--- src/rtl/axi4_lite.sv ---
// AXI4-Lite GPIO register block: reg0 drives LED, 0x4 reads switches, 0x8/0xC scratch.
// Optional SW_SYNC_EN: two-flop synchronizer on SW before it reaches the read path.
module axi4_lite #(
  parameter int AXI_Dwidth    = 32,
  parameter int AXI_Addrwidth = 4
) (
  input  logic                      AXI_aclk,
  input  logic                      AXI_areset,
  input  logic [AXI_Addrwidth-1:0]  AXI_awaddr,
  input  logic                      AXI_awvalid,
  output logic                      AXI_awready,
  input  logic [AXI_Dwidth-1:0]     AXI_wdata,
  input  logic [AXI_Dwidth/8-1:0]   AXI_wstrb,
  input  logic                      AXI_wvalid,
  output logic                      AXI_wready,
  output logic [1:0]                AXI_bresp,
  output logic                      AXI_bvalid,
  input  logic                      AXI_bready,
  input  logic [AXI_Addrwidth-1:0]  AXI_areadaddr,
  input  logic [2:0]                AXI_arprotect,
  input  logic                      AXI_arvalid,
  output logic                      AXI_arready,
  output logic [AXI_Dwidth-1:0]     AXI_rdata,
  output logic [1:0]                AXI_rresp,
  output logic                      AXI_rvalid,
  input  logic                      AXI_rready,
  output logic [3:0]                LED,
  input  logic [3:0]                SW
);

  localparam int NB = AXI_Dwidth / 8;

  logic                  wr_ack_q, wr_ack_d;
  logic                  bvalid_q, bvalid_d;
  logic                  arready_q, arready_d;
  logic                  rvalid_q, rvalid_d;
  logic [AXI_Dwidth-1:0] rdata_q, rdata_d;
  logic [AXI_Dwidth-1:0] reg0_q, reg0_d;
  logic [AXI_Dwidth-1:0] reg2_q, reg2_d;
  logic [AXI_Dwidth-1:0] reg3_q, reg3_d;
  logic [3:0]            sw_status;
  logic                  wr_fire, rd_fire;
  logic                  unused_bits;

  assign unused_bits = ^{AXI_arprotect, AXI_awaddr[1:0], AXI_areadaddr[1:0]};

`ifdef SW_SYNC_EN
  logic [3:0] sw_meta_q, sw_sync_q;
  always_ff @(posedge AXI_aclk) begin
    if (AXI_areset) begin
      sw_meta_q <= '0;
      sw_sync_q <= '0;
    end else begin
      sw_meta_q <= SW;
      sw_sync_q <= sw_meta_q;
    end
  end
  assign sw_status = sw_sync_q;
`else
  assign sw_status = SW;
`endif

  function automatic logic [AXI_Dwidth-1:0] merge_lanes(
    input logic [AXI_Dwidth-1:0] old_val,
    input logic [AXI_Dwidth-1:0] new_val,
    input logic [NB-1:0]         strb
  );
    logic [AXI_Dwidth-1:0] res;
    res = old_val;
    for (int i = 0; i < NB; i++)
      if (strb[i]) res[8*i +: 8] = new_val[8*i +: 8];
    return res;
  endfunction

  // Handshake edges: ready flops were raised one cycle earlier, valids still held.
  assign wr_fire = wr_ack_q && AXI_awvalid && AXI_wvalid;
  assign rd_fire = arready_q && AXI_arvalid;

  always_comb begin
    wr_ack_d = AXI_awvalid && AXI_wvalid && !wr_ack_q && !bvalid_q;
    bvalid_d = bvalid_q;
    if (wr_fire)                      bvalid_d = 1'b1;
    else if (bvalid_q && AXI_bready)  bvalid_d = 1'b0;

    reg0_d = reg0_q;
    reg2_d = reg2_q;
    reg3_d = reg3_q;
    if (wr_fire) begin
      case (AXI_awaddr[3:2])
        2'd0:    reg0_d = merge_lanes(reg0_q, AXI_wdata, AXI_wstrb);
        2'd2:    reg2_d = merge_lanes(reg2_q, AXI_wdata, AXI_wstrb);
        2'd3:    reg3_d = merge_lanes(reg3_q, AXI_wdata, AXI_wstrb);
        default: ;
      endcase
    end
  end

  // Read mux uses current register values, so a coincident write is not visible yet.
  always_comb begin
    arready_d = AXI_arvalid && !arready_q && !rvalid_q;
    rvalid_d  = rvalid_q;
    rdata_d   = rdata_q;
    if (rd_fire) begin
      rvalid_d = 1'b1;
      case (AXI_areadaddr[3:2])
        2'd0:    rdata_d = reg0_q;
        2'd1:    rdata_d = {{(AXI_Dwidth-4){1'b0}}, sw_status};
        2'd2:    rdata_d = reg2_q;
        default: rdata_d = reg3_q;
      endcase
    end else if (rvalid_q && AXI_rready) begin
      rvalid_d = 1'b0;
    end
  end

  always_ff @(posedge AXI_aclk) begin
    if (AXI_areset) begin
      wr_ack_q  <= 1'b0;
      bvalid_q  <= 1'b0;
      arready_q <= 1'b0;
      rvalid_q  <= 1'b0;
      rdata_q   <= '0;
      reg0_q    <= '0;
      reg2_q    <= '0;
      reg3_q    <= '0;
    end else begin
      wr_ack_q  <= wr_ack_d;
      bvalid_q  <= bvalid_d;
      arready_q <= arready_d;
      rvalid_q  <= rvalid_d;
      rdata_q   <= rdata_d;
      reg0_q    <= reg0_d;
      reg2_q    <= reg2_d;
      reg3_q    <= reg3_d;
    end
  end

  assign AXI_awready = wr_ack_q;
  assign AXI_wready  = wr_ack_q;
  assign AXI_bvalid  = bvalid_q;
  assign AXI_bresp   = 2'b00;
  assign AXI_arready = arready_q;
  assign AXI_rvalid  = rvalid_q;
  assign AXI_rdata   = rdata_q;
  assign AXI_rresp   = 2'b00;
  assign LED         = reg0_q[3:0];

endmodule

--- config.mk ---
export PLATFORM = sky130hd
export DESIGN_NAME = axi4_lite
export DESIGN_NICKNAME = d
export VERILOG_FILES = /design/src/rtl/axi4_lite.sv
export SDC_FILE = /design/constraint.sdc
export NUM_CORES = 1
export LEC_CHECK = 0
export CAP_MARGIN = 20
export CORE_MARGIN = 2
export CORE_UTILIZATION = 55
export CTS_BUF_LIST = sky130_fd_sc_hd__clkbuf_4
export DETAILED_ROUTE_END_ITERATION = 8
export PLACE_DENSITY = 0.82
export SETUP_SLACK_MARGIN = 0.1
export SKIP_LAST_GASP = 1
export SLEW_MARGIN = 10
export SYNTH_ARGS = -nofsm -noshare
export SYNTH_HDL_FRONTEND = slang
export SYNTH_SLANG_ARGS = --single-unit
--- constraint.sdc ---
create_clock -name AXI_aclk -period 2 [get_ports AXI_aclk]
set_clock_uncertainty 0.15 [all_clocks]
set_input_delay 0.4 -clock AXI_aclk [delete_from_list [all_inputs] [get_ports AXI_aclk]]
set_output_delay 0.4 -clock AXI_aclk [all_outputs]
set_load 0.005 [all_outputs]
==> summary.md, run 1 <==
| Metric | Value |
|---|---|
| Total clock buffers created by CTS | `17` |
| Netlist cell types | `30` |
| Routed WL | `13.53 mm` |
| # hold bufs at CTS | `0` |
| Minimum setup slack among reg-to-reg paths | `0.31 ns` |
| Boundary Pins | `103` |
| Highest-count cells in the layout ignoring fill and taps | `nand2b_1, mux2i_1, dfxtp_1` |
| Fmax | `590.8 MHz` |
| Global routing usage summed across all routing layers | `22.53%` |
| Clock latency reported for the late side of the worst-skew pair | `0.53 ns` |
| Die Y-Extent | `110.6 um` |
| Total power density per cell area | `653.2 nW/um2` |
| Clock sinks | `132` |
| RSZ-0062 raised after global routing | `no` |
| Std-Cell Core Area | `10980 um2` |
| Worst-margin pin slew | `0.7034 ns` |
| Static Leakage | `0.003476 uW` |
| Finished Cell Area | `7616 um2` |
| Buffer cell driving the clock tree root | `clkbuf_4` |
| Routability Congestion | `0.7931` |
| Result of the run | `completed` |
| Detailed Place HPWL | `9.274 mm` |
| Mean area per synthesized cell | `11.08 um2` |
| Yosys top cell area share | `42.28%` |
| Iter 0 DRT Violations | `181` |
| Average wire per cell in the routed design | `16.63 um` |
| Flip-flop and latch count after synthesis | `132` |
| Final min period | `1.693 ns` |
| Overall via count from detail_route | `4422` |
| Vias in the first global route | `4475` |
| DRC violations left | `0` |
| Maximum number of pins on one net before global-route repair | `71` |
| Per-cell via count in the routed design | `5.432` |
| Area growth syn-to-layout | `21.86%` |
| Initial antenna violation count | `1` |
| Cell depth of the worst flop-to-flop path | `5` |
| Nets@finish | `718` |
| Max_slew headroom | `53.11%` |
| Chip Width | `110.6 um` |
| Total of endpoints with negative setup slack in the final report | `0` |
| Top cells by area, synth | `dfxtp_1, mux2i_1, nand2b_1, a221oi_2, mux2_4` |
| Worst voltage drop across the vdd grid | `0.4150 mV` |
| Critical Path Sink Type | `register` |
| Worst setup path endpoint | `reg2_q[25]` |
| Number of rows in the core area | `38` |
| Initial Util | `56.90%` |
| Syn Inst Count | `564` |
| Number of failing hold endpoints at the final stage | `0` |
| Startpoint Class | `register` |
| Instance count along the most critical hold path | `2` |
| Number of max-slew violations in the final report | `0` |
| Remaining antenna violation count | `0` |
| Instance area at placement | `7263 um2` |
| Maximum fanout encountered on the critical timing path | `8` |
| Reg-to-reg critical path endpoint | `reg2_q[25]` |
| Wire length of the first global-routing pass | `22.18 mm` |
| Most frequent standard cell in the layout excluding fill and tap cells | `nand2b_1` |
| Crit Path Class | `register to register` |
| Share of the yosys chip area belonging to registers | `42.28%` |
| Fraction of final layout cells with drive strength greater than 1 | `25.56%` |
| Biggest area consumer among synthesized cells | `dfxtp_1` |
| PortBufs | `91` |
| Number of buffers on the longest clock path | `2` |
| TritonCTS clock tree | `yes` |
| Max-cap violations | `0` |
| Clock transition at the registers of the reported paths | `0.11 ns` |
| Reg2reg start | `AXI_awready` |
| Critical Path AT | `1.96 ns` |
| CP Launch Point | `AXI_awready` |
| Fraction of the cycle the final worst path needs | `84.63%` |
| Total grt overflow | `0` |
| Required arrival time at the worst endpoint | `2.26 ns` |
| Deepest level of the CTS H-tree | `4` |
| Die outline area | `12230 um2` |
| Class of the most critical hold timing path | `input port to register` |
| Final-layout setup total negative slack | `0 ns` |
| Area of the mapped netlist | `6250 um2` |
| Syn. warnings | `0` |
| Pre-antenna DRT Iters | `4` |
==> routing by layer <==
metal | global-route usage, % | part of all wire [%] | up-vias
li1 | - | - | 2157
met1 | 26.96 | 43 | 2151
met2 | 39.30 | 51 | 100
met3 | 5.763 | 4.3 | 14
met4 | 7.667 | 1.6 | 0
met5 | 0 | 0 | -
==> power breakdown <==
group	total [uW]	internal [uW]	switching, uW
combinational	504	260	244
clock	1790	829	957
sequential	2680	2670	17.9
total	4970	3760	1220
==> kinds of logic (layout without fill, tap and decap cells) <==
| kind of cell | Yosys count | in the layout | share of synthesized area [%] |
|---|---|---|---|
| AO/OA/AOI/OAI | 34 | 34 | 7.007 |
| other | 1 | 5 | 0.06000 |
| buffers and inverters | 53 | 159 | 5.706 |
| AND/OR/NAND/NOR | 216 | 216 | 21.52 |
| multiplexers | 128 | 128 | 23.42 |
| flip-flops | 132 | 132 | 42.28 |
==> flip-flops by register name, indices dropped and copies added, names as in the netlist <==
name	count
reg2_q	32
AXI_rdata	32
reg3_q	32
AXI_arready	1
AXI_rvalid	1
AXI_bvalid	1
AXI_awready	1
reg0_q	32
==> critical path: stages, from the launching register on <==
cell and delay (ns):
dfxtp_4 0.36, buf_4 0.11, and3b_1 0.35, buf_4 0.18, nand4_4 0.23, mux2i_1 0.18
==> stage by stage <==
step	utilization (%)	instances	total power [uW]	hold WS (ns)	setup WS (ns)
floorplan	-	567	3027	0.2941	0.4636
global placement	66.13	771	3246	0.2982	-0.05722
detailed placement	66.13	771	3259	0.3040	-0.1015
CTS	69.30	813	5007	0.07639	0.01571
global route	69.34	814	5162	0.09949	0.1654
finish	69.34	814	4975	0.1154	0.3074
==> how the worst min path moves through the flow <==
stage                      start            end  slack [ns]
detailed placement  AXI_rdata[3]   AXI_rdata[3]        0.30
CTS                   AXI_areset  AXI_rdata[13]        0.08
global placement      AXI_bvalid    AXI_awready        0.30
floorplan             AXI_bvalid    AXI_awready        0.29
finish                AXI_areset  AXI_rdata[13]        0.12
global route          AXI_areset  AXI_rdata[17]         0.1
==> Yosys cell counts (all sizes together) <==
library cell	instances
nor2	29
nor4	1
clkbuf	17
and4	2
buf	36
nor2b	1
a21oi	6
mux2i	96
dfxtp	132
nand3	2
mux4	4
a221oi	28
and3	3
mux2	28
and2	1
conb	1
nand4	6
nand4b	1
nand2b	130
nand2	10
and3b	1
nor4b	1
nor3	28
==> layout make-up <==
| type | count | area [um2] |
|---|---|---|
| fill | 853 | 3367 |
| antenna | 1 | 2.502 |
| clock buffer | 17 | 127.6 |
| multi-input combinational | 382 | 3264 |
| sequential | 132 | 2693 |
| clock inverter | 15 | 145.1 |
| timing repair buffer | 127 | 1209 |
| tap | 140 | 175.2 |
==> repair_timing <==
item	in CTS	in global routing
endpoints found under the setup margin	41	1
resized for setup	79	1
buffers inserted	10	0
Power figures use the tool's default switching activity.
==> run 2: changes to the inputs <==
Clock period 2 ns to 1.7 ns, I/O delays scaled along.
==> summary.md, run 2 (same netlist as run 1, synthesis figures left out) <==
| Metric | Value |
|---|---|
| Worst-margin pin slew | `0.6914 ns (-0.01201 ns)` |
| Switching power | `1375 uW (+13%)` |
| # hold bufs at CTS | `0 (unchanged)` |
| Clock power frac | `35.5% (-0.4 points)` |
| Maximum number of pins on one net before global-route repair | `66 (-7.0%)` |
| Number of failing hold endpoints at the final stage | `0 (unchanged)` |
| Global routing usage summed across all routing layers | `22.53% (about the same)` |
| Worst Hold Slack | `0.1190 ns (+0.003664 ns)` |
| Worst voltage drop across the vdd grid | `0.5591 mV (+35%)` |
| Deepest level of the CTS H-tree | `4 (unchanged)` |
| Routed WL | `13.30 mm (-1.8%)` |
| Number of max-slew violations in the final report | `0 (unchanged)` |
| Combinational group share of total power | `10.6% (+0.5 points)` |
| Initial Util | `56.90% (unchanged)` |
| Std-Cell Core Area | `10980 um2 (unchanged)` |
| Fraction of final layout cells with drive strength greater than 1 | `33.53% (+8.0 points)` |
| TritonCTS clock tree | `yes` |
| Max_slew headroom | `53.91% (+0.80 points)` |
| Pre-antenna DRT Iters | `4 (unchanged)` |
| DRC violations left | `0 (unchanged)` |
| Pint | `4485 uW (+19%)` |
| Switching fraction of total power | `23.46% (-1.0 points)` |
| Total power density per cell area | `765.2 nW/um2 (+17%)` |
| Clock sinks | `132 (unchanged)` |
| Critical Path Sink Type | `output port` |
| Wire length of the first global-routing pass | `22.48 mm (+1.4%)` |
| Buf/Inv on CP | `2 (unchanged)` |
| Number of rows in the core area | `38 (unchanged)` |
| Iter 0 DRT Violations | `223 (+23%)` |
| Routability Congestion | `0.7717 (-2.7%)` |
| Result of the run | `completed` |
| Chain of cells forming the critical path | `buf_6 -> buf_6` |
| Highest-count cells in the layout ignoring fill and taps | `nand2b_1, mux2i_1, dfxtp_1` |
| RSZ-0062 raised after global routing | `yes` |
| Class of the most critical hold timing path | `input port to register` |
| Required arrival time at the worst endpoint | `1.21 ns (-1.05 ns)` |
| Crit path max-delay cell type | `dfxtp_4` |
| Die Y-Extent | `110.6 um (unchanged)` |
| Startpoint Class | `register` |
| Chip Width | `110.6 um (unchanged)` |
| Number of placed instances, taps included | `776 (+0.65%)` |
| Clock transition at the registers of the reported paths | `0.10 ns (about the same)` |
| Total clock buffers created by CTS | `17 (unchanged)` |
| Pre-CTS worst setup slack | `-0.3701 ns (-0.2686 ns)` |
| Detailed Place HPWL | `9.091 mm (-2.0%)` |
| Fmax | `626.1 MHz` |
| Total of endpoints with negative setup slack in the final report | `0 (unchanged)` |
| Boundary Pins | `103 (unchanged)` |
| Average wire per cell in the routed design | `16.14 um (-3.0%)` |
| Final min period | `1.597 ns` |
| Critical Path AT | `1.11 ns (-0.85 ns)` |
| Total grt overflow | `0 (unchanged)` |
| Area growth syn-to-layout | `22.52%` |
| Overall via count from detail_route | `4454 (+0.72%)` |
| Max-cap violations | `0 (unchanged)` |
| Maximum fanout encountered on the critical timing path | `5 (-3)` |
| Per-cell via count in the routed design | `5.405 (-0.50%)` |
| Core occupancy in the finished layout | `69.72% (+0.38 points)` |
| PortBufs | `91 (unchanged)` |
| Die outline area | `12230 um2 (unchanged)` |
| Initial antenna violation count | `1 (unchanged)` |
| Static Leakage | `0.003430 uW (-1.3%)` |
| Fraction of the cycle the final worst path needs | `93.95%` |
| Buffer cell driving the clock tree root | `clkbuf_4` |
| Slack of the critical path | `0.1028 ns (-0.2046 ns)` |
| Vias in the first global route | `4644 (+3.8%)` |
| Nets@finish | `732 (+1.9%)` |
| Highest cell delay on the worst timing path | `0.36 ns (about the same)` |
| Flop pwr share | `53.9% (about the same)` |
| Dominant delay contributor by cell family on the critical path | `flip-flops` |
| Number of buffers on the longest clock path | `2 (unchanged)` |
| Crit Path Class | `register to output port` |
| Non-filler instance count after layout | `824 (+1.2%)` |
| Most frequent standard cell in the layout excluding fill and tap cells | `nand2b_1` |
| Remaining antenna violation count | `0 (unchanged)` |
| Most prevalent standard cell on the critical path | `buf_6` |
| Clock latency reported for the late side of the worst-skew pair | `0.53 ns (about the same)` |
==> run 2: cell types whose count changed in the layout (fill, tap and decap cells not counted), sizes merged <==
cell / delta
clkbuf: +34
dlymetal6s2s: -1
clkinv: -6
buf: +21
clkinvlp: -1
dlygate4sd2: -40
clkdlybuf4s15: +3
==> run 2: layer usage <==
layer / global-route usage, % / wire length [um] / vias up
met5: 0 / 0 / -
met4: 9.333 / 283 / 0
met3: 4.610 / 464 / 21
met2: 38.81 / 6593 / 99
met1: 27.41 / 5954 / 2163
li1: - / - / 2171
==> run 2: what timing repair did <==
item / in CTS / in global routing
resized for setup: 138 / 36
buffers inserted: 11 / 8
hold endpoints to repair: 0 / 0
pin swaps: 0 / 5
setup endpoints to repair: 74 / 63
==> run 2: area by class of cell <==
type | instances | area [um2]
Tap cell | 140 | 175.2
Clock inverter | 8 | 112.6
Antenna cell | 1 | 2.502
Fill cell | 812 | 3326
Clock buffer | 20 | 150.1
Sequential cell | 132 | 2698
Timing Repair Buffer | 141 | 1244
Multi-Input combinational cell | 382 | 3276
==> run 2: through the flow <==
stage                     total power, uW  area [um2]  TNS, ns
final                                5860        7657        0
after global routing                 6079        7657        0
after CTS                            5894        7751        0
after detailed placement             3857        7363   -30.09
after global placement               3846        7363   -25.65
after floorplan                      3562        6261        0
==> run 2: power groups by stage <==
stage / clock (uW) / combinational, uW / sequential (uW)
2_1_floorplan: 0 / 335 / 3230
3_3_place_gp: 0 / 621 / 3220
3_5_place_dp: 0 / 630 / 3230
4_1_cts: 2110 / 627 / 3160
5_1_grt: 2240 / 671 / 3160
6_report: 2080 / 623 / 3160
==> run 2: path summary, 6_finish.rpt <==
check        slack, ns      endpoint         start  cells past startpoint
min               0.12    AXI_rvalid    AXI_areset                      3
min reg2reg       0.31  AXI_rdata[3]  AXI_rdata[3]                      2
max               0.10   AXI_awready   AXI_awready                      2
max reg2reg       0.12    reg2_q[13]   AXI_awready                      4
==> run 2: worst reg2reg max path, delay by kind of cell (launching register included) <==
family,cells,cell delay [ns]
multiplexers,1,0.22
AND/OR/NAND/NOR,2,0.66
flip-flops,1,0.36
buffers and inverters,1,0.10
==> edit (settings of run 2) <==
`AXI_Dwidth`: 32 -> 28.
--- a/src/rtl/axi4_lite.sv
+++ b/src/rtl/axi4_lite.sv
@@ -3,3 +3,3 @@
 module axi4_lite #(
-  parameter int AXI_Dwidth    = 32,
+  parameter int AXI_Dwidth    = 28,
   parameter int AXI_Addrwidth = 4
Ports: changed (resized AXI_rdata, AXI_wdata and AXI_wstrb); port bits go from 103 to 94. No check against the original RTL was run, so the function may have changed too.
==> edit against run 2 <==
Clock power down 49%; sequential cell count decreased by 32; via count down 19%; synthesized cell count shrank 19%; cell area fell by 25%; fmax up 2.8%; power shrank 33%; count of clock-buffer cells in the layout shrank 10; global-route usage rose by 2.5 points; wire length is 20% lower; critical path depth down 1; area after synthesis fell by 28%; worst setup slack better by 0.043 ns; critical endpoint is now AXI_rdata[23]; highest routed layer unchanged.
==> edit: results (changes against run 2) <==
Final layout
  • Ant diodes: 0 (-1)
  • Share of post-route cells with drive strength above 1: 23.8% (-9.7 points)
  • Nets: 607 (-17%)

Place
  • Cell Area, Placed: 0.00552 mm2 (-25%)
  • Routability congestion estimate: 0.835 (+8.2%)
  • Buffers on Ports: 74 (-19%)
  • Dpl hpwl: 7270 um (-20%)
  • Setup WS pre-CTS: -0.435 ns (-0.0651 ns)

Route
  • Vias per std cell: 5.46 (+1.0%)
  • DRT Pass-1 Iters: 4 (unchanged)
  • Post-route ant nets: 0 (unchanged)
  • 1st-iter DRT viols: 158 (-29%)
  • Final WL: 10700 um (-20%)

Worst hold path
  • Min-Delay Path Class: in -> reg

Worst setup path
  • Slowest-stage cell, CP: dfxtp_2
  • Crit path launch: AXI_rdata[23]
  • Critical Path End: AXI_rdata[23]
  • R2R Setup Slk: 0.18 ns (+0.06 ns)
  • Reg2reg end: reg2_q[15]
  • R2r worst-path depth: 5 (+1)
  • Max incr delay on CP: roughly 0.37 ns
  • Crit path DAT: 1.06 ns (-0.05 ns)
  • Crit path max-delay family: flip-flops
  • FF-to-FF Start: AXI_awready
  • Crit Path Max Fanout: 2 (-3)

Clock tree
  • Htree depth: 3 (-1)
  • Clk_lat worst skew: 0.43 ns (-0.10 ns)
  • Root Driver: clkbuf_4
  • Clock transition at the registers of the reported paths: 0.14 ns (+0.04 ns)
  • Longest Clk Path Bufs: 2 (unchanged)
  • CTS Buf Count: 9 (-8)

Yosys
  • Seq/Total Area, Yosys: 44.5% (+2.2 points)
  • Synth top area cells: dfxtp_1, mux2i_1, nand2b_1
  • Count of distinct cell types in the synthesized netlist: 31 (+3.3%)
  • Synth Warn #: 0 (unchanged)
  • Commonest cells post-synth: dfxtp_1, nand2b_1, mux2i_1
  • Async SR Flop Fraction: 0% (unchanged)

Global route
  • First-pass GRT wire length: 17500 um (-22%)
  • Vias in the first global route: 3684 (-21%)
  • GRT Total Usage: 25.1% (+2.5 points)
  • Largest net degree at the start of global routing: 48 (-27%)
  • Initial antenna violation count: 0 (-1)

Pwr
  • Total net switching power: 994 uW (-28%)
  • Max IR drop VDD: 0.000466 V (-17%)
  • Pleak: 2.56 nW (-25%)

STA
  • Final min period: 1.55 ns (-0.0429 ns)

Outcome
  • Status: finished, final reports clean

Floorplan
  • Initial Util: 55.6% (-1.3 points)
[edit: cell types whose count changed after synthesis, sizes merged, moves of 3 or more]
cell	before	now
nand2b	130	82
mux2i	96	56
dfxtp	132	100
o21ai	0	32
nor2b	1	16
a221oi	28	20
mux2	28	20
buf	36	29
nor2	29	22
nor3	28	21
nand3	2	8
nand4	6	0
or3	0	3
[edit: area by class of cell]
class	count	area [um2]
clock buffer	10	75.1
clock inverter	5	28.8
multi-input combinational	316	2270
timing repair buffer	127	1200
tap	105	131
fill	631	2340
sequential	100	2040
[edit: metrics by stage]
| step | std cells | hold slack [ns] | util (%) | setup TNS [ns] |
|---|---|---|---|---|
| 6_report | 663 | 0.167 | 71.0 | 0 |
| 5_1_grt | 663 | 0.204 | 71.0 | 0 |
| 4_1_cts | 663 | 0.163 | 70.9 | -0.111 |
| 3_5_place_dp | 633 | 0.309 | 68.2 | -24.81 |
| 3_3_place_gp | 633 | 0.280 | 68.2 | -22.11 |
| 2_1_floorplan | 462 | 0.294 | - | 0 |
[edit: per-layer routing]
metal  wire (um)  up-vias  part of all wire, %  GRT usage (%)
met3         400       20                  3.7           3.67
met5           0        -                    0              0
met1        4800     1762                   45           31.5
li1            -     1752                    -              -
met4         198        0                  1.9           8.09
met2        5300       86                   50           44.3
[edit: cells by family after synthesis]
family | synth area share (%)
compound gates | 8.11
other cells | 0.0833
flops | 44.5
buf+inv | 5.75
mux | 19.5
simple gates | 22.1
[edit: repair_timing]
action	4_1_cts	5_1_grt
pin swaps	0	0
setup buffers	14	0
endpoints found under the setup margin	35	6
gates resized for setup	66	2
gates cloned	1	0
[edit: worst min path at each step]
stage	from	endpoint	slack [ns]	cells past startpoint
4_1_cts	AXI_areset	AXI_rdata[9]	0.16	2
3_5_place_dp	AXI_bvalid	AXI_awready	0.31	1
5_1_grt	AXI_areset	AXI_rdata[9]	0.20	2
2_1_floorplan	AXI_bvalid	AXI_awready	0.29	1
6_report	AXI_areset	AXI_rdata[9]	0.17	2
3_3_place_gp	AXI_bvalid	AXI_awready	0.28	1
[edit: power by group through the flow]
| stage | clock, mW | sequential, mW | combinational (mW) |
|---|---|---|---|
| 3_3_place_gp | 0 | 2.45 | 0.456 |
| 2_1_floorplan | 0 | 2.44 | 0.216 |
| 4_1_cts | 1.09 | 2.39 | 0.466 |
| 3_5_place_dp | 0 | 2.45 | 0.463 |
| 6_report | 1.07 | 2.40 | 0.468 |
| 5_1_grt | 1.18 | 2.40 | 0.505 |
